==> config.mk <==
export PLATFORM = sky130hd
export DESIGN_NAME = sync_fifo_flags_flat
export DESIGN_NICKNAME = d
export VERILOG_FILES = /design/src/rtl/sync_fifo_flags_if.sv /design/src/rtl/sync_fifo_flags.sv /design/src/flat_wrapper.sv
export SDC_FILE = /design/constraint.sdc
export NUM_CORES = 1
export LEC_CHECK = 0
export CORE_MARGIN = 1
export CORE_UTILIZATION = 40
export CTS_BUF_LIST = sky130_fd_sc_hd__clkbuf_8 sky130_fd_sc_hd__clkbuf_16
export DETAILED_ROUTE_END_ITERATION = 6
export GPL_ROUTABILITY_DRIVEN = 0
export PLACE_DENSITY = 0.58
export SETUP_SLACK_MARGIN = 0.15
export SLEW_MARGIN = 10
export SYNTH_ARGS = -nofsm -noshare
export SYNTH_HDL_FRONTEND = slang
export SYNTH_SLANG_ARGS = --single-unit
==> constraint.sdc <==
create_clock -name clk -period 3.6 [get_ports clk]
set_input_delay 0.9 -clock clk [delete_from_list [all_inputs] [get_ports clk]]
set_output_delay 0.9 -clock clk [all_outputs]
set_load 0.01 [all_outputs]
==> src/rtl/sync_fifo_flags_if.sv <==
// Push/pop bundle for sync_fifo_flags: write side, read side, occupancy and error pulses.
interface sync_fifo_flags_if #(
  parameter int unsigned WSIZE = 8,
  parameter int unsigned ASIZE = 4
);
  logic             winc;
  logic [WSIZE-1:0] wdata;
  logic             wfull;
  logic             walmost_full;
  logic             rinc;
  logic [WSIZE-1:0] rdata;
  logic             rempty;
  logic             ralmost_empty;
  logic [ASIZE:0]   count;
  logic             overflow;
  logic             underflow;

  modport master (
    output winc, wdata, rinc,
    input  wfull, walmost_full, rdata, rempty, ralmost_empty, count, overflow, underflow
  );

  modport slave (
    input  winc, wdata, rinc,
    output wfull, walmost_full, rdata, rempty, ralmost_empty, count, overflow, underflow
  );
endinterface

==> src/rtl/sync_fifo_flags.sv <==
// Single-clock FIFO with occupancy count, almost-full/almost-empty thresholds,
// selectable FWFT or registered read data, and overflow/underflow pulses.
module sync_fifo_flags #(
  parameter int unsigned WSIZE      = 8,
  parameter int unsigned ASIZE      = 4,
  parameter int unsigned AFULL_LVL  = 12,
  parameter int unsigned AEMPTY_LVL = 4,
  parameter int unsigned FWFT       = 1
) (
  input logic              clk,
  input logic              rst,
  sync_fifo_flags_if.slave bus
);
  localparam int unsigned DEPTH = 2 ** ASIZE;
  localparam logic [ASIZE:0] DepthC  = (ASIZE + 1)'(DEPTH);
  localparam logic [ASIZE:0] AfullC  = (ASIZE + 1)'(AFULL_LVL);
  localparam logic [ASIZE:0] AemptyC = (ASIZE + 1)'(AEMPTY_LVL);

  logic [ASIZE:0]   wptr_q, rptr_q, count_q, count_d;
  logic [ASIZE-1:0] waddr, raddr;
  logic             overflow_q, underflow_q;
  logic             wen, ren;
  logic [WSIZE-1:0] mem [DEPTH];

  assign waddr = wptr_q[ASIZE-1:0];
  assign raddr = rptr_q[ASIZE-1:0];

  // Accept decisions use only registered flags, so full blocks writes even with a read.
  assign wen = bus.winc && !bus.wfull;
  assign ren = bus.rinc && !bus.rempty;

  assign bus.wfull         = (count_q == DepthC);
  assign bus.rempty        = (count_q == '0);
  assign bus.walmost_full  = (count_q >= AfullC);
  assign bus.ralmost_empty = (count_q <= AemptyC);
  assign bus.count         = count_q;
  assign bus.overflow      = overflow_q;
  assign bus.underflow     = underflow_q;

  // Occupancy next-state: simultaneous push and pop cancel.
  always_comb begin
    count_d = count_q;
    unique case ({wen, ren})
      2'b10:   count_d = count_q + 1'b1;
      2'b01:   count_d = count_q - 1'b1;
      default: count_d = count_q;
    endcase
  end

  // Pointers, count and error pulses.
  always_ff @(posedge clk or posedge rst) begin
    if (rst) begin
      wptr_q      <= '0;
      rptr_q      <= '0;
      count_q     <= '0;
      overflow_q  <= 1'b0;
      underflow_q <= 1'b0;
    end else begin
      if (wen) wptr_q <= wptr_q + 1'b1;
      if (ren) rptr_q <= rptr_q + 1'b1;
      count_q     <= count_d;
      overflow_q  <= bus.winc && bus.wfull;
      underflow_q <= bus.rinc && bus.rempty;
    end
  end

  // Storage array; contents survive reset but are unreachable once pointers clear.
  always_ff @(posedge clk) begin
    if (wen) mem[waddr] <= bus.wdata;
  end

  if (FWFT != 0) begin : g_fwft
    assign bus.rdata = mem[raddr];
  end else begin : g_reg
    logic [WSIZE-1:0] rdata_q;
    // Registered read data, loaded only on an accepted pop.
    always_ff @(posedge clk or posedge rst) begin
      if (rst)      rdata_q <= '0;
      else if (ren) rdata_q <= mem[raddr];
    end
    assign bus.rdata = rdata_q;
  end
endmodule

==> src/flat_wrapper.sv <==
// flat-port wrapper written by rule: the top's interface ports become plain ports
module sync_fifo_flags_flat 
#(
  parameter int unsigned WSIZE      = 8,
  parameter int unsigned ASIZE      = 4,
  parameter int unsigned AFULL_LVL  = 12,
  parameter int unsigned AEMPTY_LVL = 4,
  parameter int unsigned FWFT       = 1
)
  (clk, rst, bus_winc, bus_wdata, bus_rinc, bus_wfull, bus_walmost_full, bus_rdata, bus_rempty, bus_ralmost_empty, bus_count, bus_overflow, bus_underflow);
  sync_fifo_flags_if #(.WSIZE(WSIZE), .ASIZE(ASIZE)) bus_i ();
  input logic clk;
  input logic rst;
  input wire logic [$bits(bus_i.winc)-1:0] bus_winc;
  input wire logic [$bits(bus_i.wdata)-1:0] bus_wdata;
  input wire logic [$bits(bus_i.rinc)-1:0] bus_rinc;
  output wire logic [$bits(bus_i.wfull)-1:0] bus_wfull;
  output wire logic [$bits(bus_i.walmost_full)-1:0] bus_walmost_full;
  output wire logic [$bits(bus_i.rdata)-1:0] bus_rdata;
  output wire logic [$bits(bus_i.rempty)-1:0] bus_rempty;
  output wire logic [$bits(bus_i.ralmost_empty)-1:0] bus_ralmost_empty;
  output wire logic [$bits(bus_i.count)-1:0] bus_count;
  output wire logic [$bits(bus_i.overflow)-1:0] bus_overflow;
  output wire logic [$bits(bus_i.underflow)-1:0] bus_underflow;
  assign bus_i.winc = bus_winc;
  assign bus_i.wdata = bus_wdata;
  assign bus_i.rinc = bus_rinc;
  assign bus_wfull = bus_i.wfull;
  assign bus_walmost_full = bus_i.walmost_full;
  assign bus_rdata = bus_i.rdata;
  assign bus_rempty = bus_i.rempty;
  assign bus_ralmost_empty = bus_i.ralmost_empty;
  assign bus_count = bus_i.count;
  assign bus_overflow = bus_i.overflow;
  assign bus_underflow = bus_i.underflow;
  sync_fifo_flags #(.WSIZE(WSIZE), .ASIZE(ASIZE), .AFULL_LVL(AFULL_LVL), .AEMPTY_LVL(AEMPTY_LVL), .FWFT(FWFT)) u_core (.clk(clk), .rst(rst), .bus(bus_i));
endmodule
Word-level counts from Yosys, hierarchy flattened
Memory sizes are Yosys's and may differ from the RTL's.
Index checks and enable logic that the tools add are counted.
W data, S select, Z words.

cells by class
  add/sub/neg operators = 4
  order comparisons = 2
  eq/ne operators = 3
  multiplexer cells = 3
  reduce and logical (&&, ||, !) cells = 8

operators with widths
  kind                   number
  $add A5 B1 Y5 const B  3
  $pmux W5 S2            1
  $eq A5 B5 Y1 const B   1
  $ge A5 B4 Y1 const B   1
  $le A5 B3 Y1 const B   1
  $logic_not A5 Y1       1
  $sub A5 B1 Y5 const B  1
  $logic_and A1 B1 Y1    4
  $eq A2 B1 Y1 const B   1
  $eq A2 B2 Y1 const B   1
  $logic_not A1 Y1       2
  $mux W1                2
  $reduce_bool A2 Y1     1

word-level totals
  register bits = 17
  memory bits (writable) = 128
  output and inout bits = 19
  memories = 1

memories
  memory      depth  bits a word  read ports  clocked after memory_dff  write ports  line                   text
  u_core.mem  16     8            1           0                         1            sync_fifo_flags.sv:23  logic [WSIZE-1:0] mem [DEPTH];

Longest topological paths before layout
Gate-level depths: netlist (run 1).

  depth after elaboration = 5
  mapped depth = 12
  depth with buffers taken out = 10

Worst setup path after synthesis (run 1)
No wires, ideal clock.

  path kind = input to register
  start point = input port bus_winc
  end point = register u_core.count_q[4], in the netlist u_core.bus.count[4]
  library setup time = 0.080 ns
  data arrival time = 2.784 ns
  setup slack = 0.736 ns
  cell stages on the path = 10
  cells stage by stage = a21boi_2 inv_1 ha_1 buf_2 xor2_1 ha_1 a21oi_1 or3b_2 a31oi_1 xnor2_1

on the way
  longest elaborated chain between the ends = 3

ends and longest elaborated chain
  element                                            line                   text
  from (decl)                                        flat_wrapper.sv:14     input wire logic [$bits(bus_i.winc)-1:0] bus_winc;
  $logic_and A1 B1 Y1 (*)                            sync_fifo_flags.sv:29  assign wen = bus.winc && !bus.wfull;
  $eq A2 B1 Y1 or $eq A2 B2 Y1 (tied branches)       sync_fifo_flags.sv:43  unique case ({wen, ren})
  $pmux W5 S2 or $reduce_bool A2 Y1 (tied branches)  n/a
  to (signal assigned)                               sync_fifo_flags.sv:61  count_q <= count_d;
  to (decl)                                          sync_fifo_flags.sv:19  logic [ASIZE:0] wptr_q, rptr_q, count_q, count_d;

Mark *: on every way between the ends. The rest lies on a longest branch, timed or not.
A chain may end at the register's enable or synchronous reset.

Worst setup path in the final report (run 1)
  start point = register u_core.rptr_q[0]
  end point = output port bus_rdata[2]

on the way
  longest elaborated chain between the ends = 1

ends and longest elaborated chain
  element                 line                   text
  from (decl)             sync_fifo_flags.sv:19
  from (signal assigned)  sync_fifo_flags.sv:60  if (ren) rptr_q <= rptr_q + 1'b1;
  $mem_v2 Z16 W8          n/a
  to (decl)               flat_wrapper.sv:19     output wire logic [$bits(bus_i.rdata)-1:0] bus_rdata;

Every way passes these cells.

==> impl_metrics.json, run 1 <==
{
  "outcome": "finished, final reports clean",
  "wl_per_cell_um": 19.8,
  "rsz0062_at_grt": "true",
  "detail_route.drc_violations": 0,
  "dpl_hpwl_um": 7590,
  "synth_cell_types": 41,
  "synthArstFlopShare": 0.105,
  "layout_min_cycle_time_ps": 3340,
  "cts_max_level": 4,
  "design.die.area_mm2": 0.0154,
  "post_dp_area_mm2": 0.00653,
  "timing.final.ws_setup_ps": 262,
  "final_common_cell": "edfxtp_1",
  "synthesis.area_per_instance_um2": 17.7,
  "crit_family": "buffers and inverters",
  "drive_gt1_frac": 0.240,
  "cp-start-kind": "flop",
  "synthDominantCellAreaShare": 0.645,
  "final_cell_count_no_fill": 589,
  "area.growth.synth_to_final_pct": 21.0,
  "cts_tree": "done",
  "critical_path.cell_chain": "buf_12 > mux4_2 > a22oi_1 > nand2_1 > clkdlybuf4s50_1",
  "cts_hold_repair.buffers": 0,
  "clk_pin_slew_ps": 60,
  "worst-endpoint-required_ps": 2700,
  "drv_slew": 0,
  "hold_path_class": "flop to flop",
  "drt_first_iter_violations": 183,
  "initial_core_util": 0.410,
  "grt_pass1_wl_um": 17900,
  "setup_tns_ps": 0,
  "antenna_found_initial": 0,
  "die_h_um": 124,
  "gr-total-overflow": 0,
  "grt.met1_usage": 0.234,
  "postLayoutCoreUtil": 0.496,
  "power_mw": 6.02,
  "place_worst_setup_slack_ps": 278,
  "fin_skew_ps": 7.76,
  "grt_pass1_vias": 2992,
  "layout_common_cells": "edfxtp_1, mux2i_1, clkdlybuf4s50_1",
  "timing.hold.ws_ps": 601,
  "synthesis.yosys.warnings": 0,
  "drt_pass1_iterations": 4,
  "synth_area_leader_cell": "edfxtp_1",
  "die_extent_in_x_um": 124,
  "cts-buffers-inserted": 17,
  "postRouteAntennaNets": 0,
  "via_per_inst": 5.29,
  "worst_relative_slew_slack": 0.584,
  "number_of_clock_sinks_seen_by_cts": 143,
  "slowest_stage_delay_on_critical_path_ps": 570,
  "synth_edf_count": 128,
  "yosys-top-cells-area": "edfxtp_1, dfrtp_1, mux4_2, mux2i_1, a221oi_2",
  "post-route-cell-area_mm2": 0.00721,
  "power.density_cell_area_mw_per_mm2": 835,
  "crit_path_max_fanout": 19,
  "grt_most_used_layer": "met2",
  "grt_start_max_net_pins": 33,
  "critPathCaptureType": "output pin",
  "gr-usage-met2": 0.242,
  "total_leakage_power_nw": 2.55,
  "worst-slew-pin-transition_ps": 623,
  "worst_skew_pair.late_latency_ps": 420,
  "postSynthNetCount": 357,
  "design.portCount": 31,
  "min_period_over_period": 0.927,
  "cpMaxStageDelayCell": "mux4_2",
  "ys_dominant_reg_cell": "edfxtp_1",
  "placeableCoreArea_mm2": 0.0145,
  "antenna_cells": 0,
  "critical_path_at_ps": 2440,
  "ctsRootBufferMaster": "clkbuf_16",
  "num-nets-final": 412,
  "synthesis.instances": 337,
  "vias": 3115,
  "globalRouteMet3Util": 0.0476,
  "max-cap-violations": 0,
  "synth-seq-area-share": 0.708,
  "peakVddDrop_uv": 356,
  "finalSetupViolations": 0,
  "fmax_mhz": 300,
  "clk_path_buf_depth": 2,
  "seqCellArea_mm2": 0.00422,
  "total_of_buffers_placed_on_input_and_output_ports": 30,
  "grtUsageTotal": 0.167,
  "finalHoldViolCount": 0,
  "synth_seq_cells": 143,
  "multi_input_area_mm2": 0.00164,
  "path_buf_inv": 2,
  "timing_worst_setup_path_type": "flop to output pin",
  "std_cell_rows": 44,
  "detail_route.wirelength_um": 11700,
  "dp.cells": 555,
  "post_synth_instance_area_mm2": 0.00596,
  "layout.filler_cells": 1218
}
[layer usage]
layer,routed length (um),part of all wire,vias up
met5,0,0,-
met1,5380,0.46,1601
met4,205,0.018,0
met3,598,0.051,16
met2,5490,0.47,63
li1,-,-,1435
[cell usage after synthesis, types with 5 or more instances]
cell / count
buf_6: 8
o21ai_0: 8
edfxtp_1: 128
mux2i_1: 32
inv_1: 6
ha_1: 8
nor3_1: 6
a221oi_1: 7
nand2_1: 17
dfrtp_1: 15
a22oi_1: 8
xnor2_1: 7
mux4_2: 16
xor2_1: 5
a221oi_2: 9
nor2_1: 13
[worst min-delay path: stages, from the launching register on]
cell     delay, ps
dfrtp_1        410
nand4_1        100
xnor2_1         60
[repair_timing]
item / 4_1_cts / 5_1_grt
setup buffers: 0 / 1
setup endpoints to repair: 7 / 6
cloned: 0 / 1
endpoints found under the hold margin: 0 / 0
resized for setup: 5 / 9
pin swaps: 0 / 0
[state kept, by name (all words and copies together) (netlist names)]
| signal | count |
|---|---|
| u_core.bus.overflow | 1 |
| u_core.bus.underflow | 1 |
| u_core.mem | 128 |
| u_core.bus.count | 5 |
| u_core.rptr_q | 4 |
| u_core.wptr_q | 4 |
[logic make-up (layout without fill, tap and decap cells)]
family | after synthesis | in the layout | synth area share
DFF | 143 | 143 | 0.708
buffers and inverters | 26 | 93 | 0.0298
adders and majority gates | 8 | 8 | 0.0168
muxes | 50 | 50 | 0.118
xor gates and xnor gates | 12 | 12 | 0.0176
AOI/OAI and AO/OA | 43 | 43 | 0.0624
and+or+nand+nor | 55 | 56 | 0.0475
[worst paths after layout]
| kind | from | to | slack, ps | cells after the start |
|---|---|---|---|---|
| worst max register to register | u_core.bus.count[0]$_DFFE_PP0P_ | u_core.bus.count[4]$_DFFE_PP0P_ | 850 | 9 |
| min in group asynchronous | rst | u_core.bus.underflow$_DFF_PP0_ | 860 | 2 |
| worst max-delay path | u_core.rptr_q[0]$_DFFE_PP0P_ | bus_rdata[2] | 260 | 5 |
| worst min-delay path | u_core.wptr_q[1]$_DFFE_PP0P_ | u_core.wptr_q[3]$_DFFE_PP0P_ | 600 | 2 |
| worst min register to register | u_core.wptr_q[1]$_DFFE_PP0P_ | u_core.wptr_q[3]$_DFFE_PP0P_ | 600 | 2 |
| max in group asynchronous | rst | u_core.rptr_q[0]$_DFFE_PP0P_ | 2300 | 2 |
[power breakdown]
part / internal (mW) / switching (mW)
Combinational: 1.00 / 1.09
Sequential: 2.04 / 0.164
Clock: 1.03 / 0.696
[final cells by class]
| class | instances | share of cell area |
|---|---|---|
| clock buffer | 17 | 0.0590 |
| clock inverter | 15 | 0.0220 |
| inverter | 6 | 0.00312 |
| multi-input combinational | 169 | 0.227 |
| sequential | 143 | 0.585 |
| tap | 184 | 0.0319 |
| timing repair buffer | 55 | 0.0712 |
Power figures use the tool's default switching activity.
==> run 2: changes to the inputs <==
--- a/config.mk
+++ b/config.mk
@@ -5,6 +5,7 @@
 export SDC_FILE = /design/constraint.sdc
 export NUM_CORES = 1
 export LEC_CHECK = 0
+export CORE_ASPECT_RATIO = 1.1
 export CORE_MARGIN = 1
 export CORE_UTILIZATION = 40
 export CTS_BUF_LIST = sky130_fd_sc_hd__clkbuf_8 sky130_fd_sc_hd__clkbuf_16
==> run 2 against run 1 <==
Net effect:
- clock power increased by 9%
- cell area increased by 1.2%
- core utilization increased by 0.70 points
- global-route usage decreased by 1.6 points
- non-clock buffer count increased by 1
- register-to-register slack improved by 20 ps
- sequential power about the same
- critical path depth increased by 2
- combinational power about the same
- largest cell class unchanged
- critical endpoint is now bus_rdata[4]
- wire length decreased by 5.9%
==> impl_metrics.json, run 2 (same netlist as run 1, synthesis figures left out) <==
{
  "number_of_clock_sinks_seen_by_cts": 143,
  "drv_slew": 0,
  "cts_max_level": 4,
  "min_period_over_period": 0.939,
  "postLayoutCoreUtil": 0.503,
  "max-cap-violations": 0,
  "grt_start_max_net_pins": 25,
  "wl_per_cell_um": 18.4,
  "initial_core_util": 0.411,
  "setup_tns_ps": 0,
  "timing_worst_setup_path_type": "flop to output pin",
  "fin_skew_ps": 5.69,
  "die_extent_in_x_um": 118,
  "detail_route.wirelength_um": 11000,
  "ctsRootBufferMaster": "clkbuf_16",
  "worst_relative_slew_slack": 0.527,
  "drive_gt1_frac": 0.230,
  "via_per_inst": 5.10,
  "std_cell_rows": 46,
  "design.portCount": 31,
  "total_of_buffers_placed_on_input_and_output_ports": 30,
  "outcome": "finished, final reports clean",
  "cts_tree": "done",
  "layout_min_cycle_time_ps": 3380,
  "rsz0062_at_grt": "true",
  "layout_common_cells": "edfxtp_1, mux2i_1, clkdlybuf4s50_1",
  "gr-total-overflow": 0,
  "grtUsageTotal": 0.151,
  "critPathCaptureType": "output pin",
  "design.die.area_mm2": 0.0154,
  "antenna_found_initial": 0,
  "placeableCoreArea_mm2": 0.0145,
  "vias": 3045,
  "worst_skew_pair.late_latency_ps": 410,
  "largest_register": "u_core.mem",
  "hold_path_class": "flop to flop",
  "post_dp_area_mm2": 0.00652,
  "critical_path_at_ps": 2480,
  "timing.final.ws_setup_ps": 221,
  "total_leakage_power_nw": 2.61,
  "finalSetupViolations": 0,
  "fmax_mhz": 296,
  "cts_hold_repair.buffers": 0,
  "grt_pass1_vias": 2905,
  "post-route-cell-area_mm2": 0.00730,
  "worst-endpoint-required_ps": 2700,
  "die_h_um": 130,
  "crit_path_max_fanout": 16,
  "finalHoldViolCount": 0,
  "num-nets-final": 412,
  "drt_first_iter_violations": 167,
  "postRouteAntennaNets": 0,
  "clk_path_buf_depth": 2,
  "clk_pin_slew_ps": 50,
  "power.density_cell_area_mw_per_mm2": 849,
  "grt_pass1_wl_um": 16900,
  "area.growth.synth_to_final_pct": 22.4,
  "antenna_cells": 0,
  "peakVddDrop_uv": 342,
  "cts-buffers-inserted": 17,
  "place_worst_setup_slack_ps": 327,
  "cp-start-kind": "flop",
  "detail_route.drc_violations": 0,
  "largest_reg_flops": 128,
  "final_common_cell": "edfxtp_1",
  "drt_pass1_iterations": 4,
  "worst-slew-pin-transition_ps": 707,
  "dpl_hpwl_um": 7120
}
run 2: cell types whose count changed in the layout (fill, tap and decap cells not counted), sizes merged:
| cell | before | now |
|---|---|---|
| bufinv | 2 | 5 |
| clkinvlp | 4 | 0 |
| clkinv | 4 | 5 |
| dlymetal6s2s | 0 | 1 |
| and2 | 4 | 3 |
| clkdlybuf4s50 | 30 | 29 |
| clkbuf | 17 | 18 |
run 2: metal layers:
layer,up-vias,routed length (um),global-route usage
met3,7,346,0.0319
met2,56,5490,0.246
met1,1539,5050,0.197
met5,-,0,0
met4,0,98,0.0692
li1,1443,-,-
run 2: final timing paths:
path                                            startpoint                         endpoint  slack, ps  cells after the start
min                           u_core.wptr_q[1]$_DFFE_PP0P_     u_core.wptr_q[3]$_DFFE_PP0P_        600                      2
min in group asynchronous                              rst    u_core.bus.overflow$_DFF_PP0_        870                      2
max reg2reg                u_core.bus.count[0]$_DFFE_PP0P_  u_core.bus.count[4]$_DFFE_PP0P_        870                      9
min reg2reg                   u_core.wptr_q[1]$_DFFE_PP0P_     u_core.wptr_q[3]$_DFFE_PP0P_        600                      2
max                           u_core.rptr_q[2]$_DFFE_PP0P_                     bus_rdata[4]        220                      7
max in group asynchronous                              rst     u_core.rptr_q[0]$_DFFE_PP0P_       2300                      2
run 2: what timing repair did:
action                     4_1_cts  5_1_grt
buffers inserted                 0        2
setup endpoints to repair        7        7
gates cloned                     1        1
resized for setup                2        8
run 2: where the power goes:
part           internal [mW]  switching (mW)  leakage (nW)
Clock                   1.23           0.645         0.322
Sequential              2.04           0.181          1.34
Combinational           1.03            1.08         0.948
Total                   4.29            1.90          2.61
run 2: worst max-delay path: stages, from the launching register on:
cell and delay [ps]:
dfrtp_1 360, buf_4 170, nor2b_1 140, buf_4 220, a221oi_2 410, o21ai_0 130
nand2_1 80, clkdlybuf4s50_1 550
run 2: cell type report:
class,instances,area (um^2)
Clock buffer,17,425
Tap cell,192,240
Inverter,6,22.5
Sequential cell,143,4220
Timing Repair Buffer,56,556
Multi-Input combinational cell,168,1620
Clock inverter,15,215
Fill cell,1189,7210
run 2: per-stage QoR:
stage | hold slack [ps] | total power, mW | instances
6_report | 603 | 6.19 | 597
5_1_grt | 653 | 6.51 | 597
4_1_cts | 615 | 6.16 | 594
3_5_place_dp | 528 | 4.21 | 561
3_3_place_gp | 517 | 4.18 | 561
2_1_floorplan | 573 | 3.57 | 337
